--- src/rtl/axi_read_arbiter.sv ---
// axi_read_arbiter: shares one AXI4 read port between fetch (M0) and load (M1) masters
// Ports: clk/rst (async, active-high); m0_*/m1_* AR and R channels of the two masters;
// s_* AR and R channels towards the memory slave. One burst outstanding at a time.
module axi_read_arbiter #(
  parameter int ADDR_W    = 32,
  parameter int DATA_W    = 32,
  parameter int FIXED_PRI = 0
) (
  input  logic              clk,
  input  logic              rst,
  input  logic [ADDR_W-1:0] m0_araddr,
  input  logic [7:0]        m0_arlen,
  input  logic [2:0]        m0_arsize,
  input  logic [1:0]        m0_arburst,
  input  logic              m0_arvalid,
  output logic              m0_arready,
  output logic [DATA_W-1:0] m0_rdata,
  output logic              m0_rlast,
  output logic              m0_rvalid,
  input  logic              m0_rready,
  input  logic [ADDR_W-1:0] m1_araddr,
  input  logic [7:0]        m1_arlen,
  input  logic [2:0]        m1_arsize,
  input  logic [1:0]        m1_arburst,
  input  logic              m1_arvalid,
  output logic              m1_arready,
  output logic [DATA_W-1:0] m1_rdata,
  output logic              m1_rlast,
  output logic              m1_rvalid,
  input  logic              m1_rready,
  output logic [ADDR_W-1:0] s_araddr,
  output logic [7:0]        s_arlen,
  output logic [2:0]        s_arsize,
  output logic [1:0]        s_arburst,
  output logic              s_arvalid,
  input  logic              s_arready,
  input  logic [DATA_W-1:0] s_rdata,
  input  logic              s_rlast,
  input  logic              s_rvalid,
  output logic              s_rready
);
  typedef enum logic [1:0] {IDLE, ADDR, DATA} state_t;
  state_t r_state, w_next;
  logic r_grant, r_last_grant;
  logic w_req, w_pick, w_r_done;
  assign w_req = m0_arvalid | m1_arvalid;
  // On a tie, round-robin hands the port to whoever was not served last.
  assign w_pick = (m0_arvalid & m1_arvalid) ? ((FIXED_PRI != 0) ? 1'b0 : ~r_last_grant) : m1_arvalid;
  assign w_r_done = (r_state == DATA) & s_rvalid & s_rready & s_rlast;
  assign s_araddr  = r_grant ? m1_araddr  : m0_araddr;
  assign s_arlen   = r_grant ? m1_arlen   : m0_arlen;
  assign s_arsize  = r_grant ? m1_arsize  : m0_arsize;
  assign s_arburst = r_grant ? m1_arburst : m0_arburst;
  assign m0_rdata  = s_rdata;
  assign m1_rdata  = s_rdata;
  assign m0_rlast  = s_rlast;
  assign m1_rlast  = s_rlast;
  always_ff @(posedge clk or posedge rst) begin
    if (rst) begin
      r_state      <= IDLE;
      r_grant      <= 1'b0;
      r_last_grant <= 1'b1;
    end else begin
      r_state <= w_next;
      if (r_state == IDLE && w_req) r_grant <= w_pick;
      if (w_r_done) r_last_grant <= r_grant;
    end
  end
  always_comb begin
    w_next     = r_state;
    s_arvalid  = 1'b0;
    m0_arready = 1'b0;
    m1_arready = 1'b0;
    s_rready   = 1'b0;
    m0_rvalid  = 1'b0;
    m1_rvalid  = 1'b0;
    if (r_state == IDLE) begin
      if (w_req) w_next = ADDR;
    end else if (r_state == ADDR) begin
      s_arvalid  = 1'b1;
      m0_arready = ~r_grant & s_arready;
      m1_arready = r_grant & s_arready;
      if (s_arready) w_next = DATA;
    end else if (r_state == DATA) begin
      s_rready  = r_grant ? m1_rready : m0_rready;
      m0_rvalid = ~r_grant & s_rvalid;
      m1_rvalid = r_grant & s_rvalid;
      if (w_r_done) w_next = IDLE;
    end
  end
endmodule

--- config.mk ---
export PLATFORM = sky130hd
export DESIGN_NAME = axi_read_arbiter
export DESIGN_NICKNAME = d
export VERILOG_FILES = /design/src/rtl/axi_read_arbiter.sv
export SDC_FILE = /design/constraint.sdc
export NUM_CORES = 1
export LEC_CHECK = 0
export ABC_AREA = 1
export ABC_CLOCK_PERIOD_IN_PS = 1570
export BUFFER_PORTS_ARGS = -buffer_cell sky130_fd_sc_hd__buf_2
export CAP_MARGIN = 20
export CELL_PAD_IN_SITES_DETAIL_PLACEMENT = 0
export CELL_PAD_IN_SITES_GLOBAL_PLACEMENT = 1
export CORE_ASPECT_RATIO = 1.25
export CORE_MARGIN = 8
export CORE_UTILIZATION = 13
export CTS_BUF_LIST = sky130_fd_sc_hd__clkbuf_4
export CTS_CLUSTER_DIAMETER = 200
export DETAILED_ROUTE_END_ITERATION = 16
export GPL_ROUTABILITY_DRIVEN = 0
export MAX_ROUTING_LAYER = met4
export PLACE_DENSITY_LB_ADDON = 0.1
export SYNTH_ARGS = -nofsm -noshare
export SYNTH_HDL_FRONTEND = slang
export SYNTH_SLANG_ARGS = --single-unit
--- constraint.sdc ---
create_clock -name clk -period 1.57 [get_ports clk]
set_clock_uncertainty 0.05 [all_clocks]
set_input_delay 0.3925 -clock clk [delete_from_list [all_inputs] [get_ports clk]]
set_output_delay 0.3925 -clock clk [all_outputs]
set_load 0.02 [all_outputs]
==> metrics.yaml <==
run_status:
  status: "finished, violations left"
  violations: "setup timing"
yosys:
  ys_seq_area_share_pct: 7.80
  syn_area_um2: 1300
  syn_inst: 248
  yosysUniqueCellTypes: 14
  ys_warn_count: 0
  synth.avg_cell_area_um2: 5.24
  synth_fp_nets: 379
  postSynthRegisterBits: 4
worst_setup_path:
  endpoint_kind: "output port"
  critPathMaxFanout: 7
  worstRegToRegCells: 7
  arrival_ns: 1.24
  worstSetupPathType: "flip-flop to output port"
  required_ns: 1.13
  cp-start-kind: "flip-flop"
clock_network:
  clock_sinks: 4
  cts_tree: "done"
  cts_buffers: 3
  clk_latency_ns: 0.24
  htreeDepth: 1
  cts.clk_slew.worst_paths_ns: 0.05
  cts-root-buf: "clkbuf_4"
  clock_path_buffers: 2
run:
  drv_cap: 0
global_routing:
  met3_usage_pct: 3.22
  grt_pass1_wl_um: 9260
  antenna_found_initial: 1
  grt_overflow: 0
  track_usage_pct: 8.64
  grt_pass1_vias: 1798
  grt_start_max_net_pins: 28
  grt_most_used_layer: "met2"
  met2_usage_pct: 16.7
  grt.met1_usage_pct: 7.48
drt:
  viasPerCell: 3.57
  wl_um: 6370
  ant_nets: 0
  dr.pass1.iters: 2
  vias: 1681
  drt_iter0_drc: 24
  drc: 0
  post_drt_wl_per_cell_um: 13.5
min_path:
  hold_class: "input pin to flip-flop"
  hold_depth: 3
power_and_ir_drop:
  p_leak_nw: 1.35
  p_per_area_nw_per_um2: 1770
  ir_drop_mv: 0.606
placed_design:
  hpwl_um: 5200
  portBuffers: 151
timing:
  finalCriticalPeriod_ns: 1.68
  fmax_ghz: 0.596
  setup_violations: 50
  tns_ns: -3.47
  max_slew.worst_pin.slew_ns: 0.218
  rsz0062_at_grt: "yes"
  timing.final.hold_violations: 0
  drv_slew: 0
  finalCritPeriodShare_pct: 107
  relSlewSlack_pct: 85.3
  whs_ns: 0.360
  finalWorstSetupSlack_ns: -0.109
final_layout:
  final_common_cell: "nand2_1"
  fill_cells: 1173
  fin_nets: 473
  drive_above_1_share_pct: 62.2
  mostFrequentLayoutCells: "114 x nand2_1, 109 x buf_2, 43 x buf_6"
  synthToLayoutAreaGrowth_pct: 74.0
  fin_util_pct: 22.8
die:
  core_region_area_um2: 9900
  die_h_um: 128
  num_io_pins: 248
  initial_core_util_pct: 13.1
  dieArea_um2: 13500
  dieWidth_um: 105
  rows: 41
-- worst max-delay path: stages, from the launching register on --
cell and delay (ns):
dfrtp_2 0.42, clkinv_4 0.13, clkbuf_16 0.20, nor3_4 0.11, buf_6 0.14
-- layer usage --
layer / share of wire (%) / vias up
met3: 9.9 / 22
li1: - / 860
met1: 32 / 716
met4: 1.7 / 0
met2: 57 / 83
met5: 0 / -
-- cells by family after synthesis --
family,synth area share (%)
DFF,7.80
and+or+nand+nor,46.5
AOI/OAI and AO/OA,1.15
buffers and inverters,44.6
-- registers in the layout, indices dropped and copies added, names as in the netlist --
register and cells:
r_last_grant 1, r_state 2, r_grant 1
-- synthesized netlist by cell type --
| cell type | n | area share (%) |
|---|---|---|
| dfstp_2 | 1 | 2.0 |
| nand3_1 | 1 | 0.38 |
| dfrtp_1 | 3 | 5.8 |
| or2_2 | 1 | 0.48 |
| buf_2 | 7 | 2.7 |
| nand4_1 | 2 | 0.96 |
| nor3_1 | 2 | 0.77 |
| buf_4 | 69 | 40 |
| nand2_1 | 146 | 42 |
| o21ai_0 | 1 | 0.38 |
| a21oi_1 | 2 | 0.77 |
| inv_1 | 6 | 1.7 |
| inv_2 | 1 | 0.29 |
| nor2_1 | 6 | 1.7 |
-- cell type report --
type                            count  area, um^2  share of cell area (%)
Timing Repair Buffer              165        1170                    51.8
Multi-Input combinational cell    161         759                    33.6
Tap cell                          129         161                    7.13
Sequential cell                     4         103                    4.54
Inverter                            7        33.8                    1.49
Clock buffer                        4        30.0                    1.33
Antenna cell                        1        2.50                   0.111
-- per-stage QoR --
stage | cell area, um^2 | setup slack, ns | cells | total power, mW
3_3_place_gp | 1760 | 0.0836 | 461 | 2.92
6_report | 2260 | -0.109 | 471 | 4.00
3_5_place_dp | 1760 | 0.0851 | 461 | 2.90
5_1_grt | 2260 | -0.177 | 471 | 4.34
4_1_cts | 2060 | -0.166 | 467 | 3.67
2_1_floorplan | 1300 | 0.0173 | 248 | 2.06
-- worst paths after layout --
path                           endpoint         start  slack [ns]
min in group asynchronous    r_state[0]           rst        0.53
min reg2reg                r_last_grant  r_last_grant        0.42
min                          r_state[1]     s_arready        0.36
max                           m1_rvalid       r_grant       -0.11
max reg2reg                  r_state[1]       r_grant        0.33
max in group asynchronous  r_last_grant           rst        0.70
-- report_power, final --
part | leakage (nW) | switching (mW) | total, mW | internal [mW]
registers | 0.0440 | 0.0629 | 0.226 | 0.163
clock network | 0.0184 | 0.0501 | 0.163 | 0.113
logic | 1.29 | 2.01 | 3.61 | 1.61
-- what timing repair did --
item,CTS,global route
endpoints found under the hold margin,3,0
setup buffers,1,3
setup endpoints to repair,50,50
resized for setup,84,55
hold buffers,1,0
gates cloned,0,2
pin swaps,4,5
No activity file was read; power rests on OpenSTA's default activity.
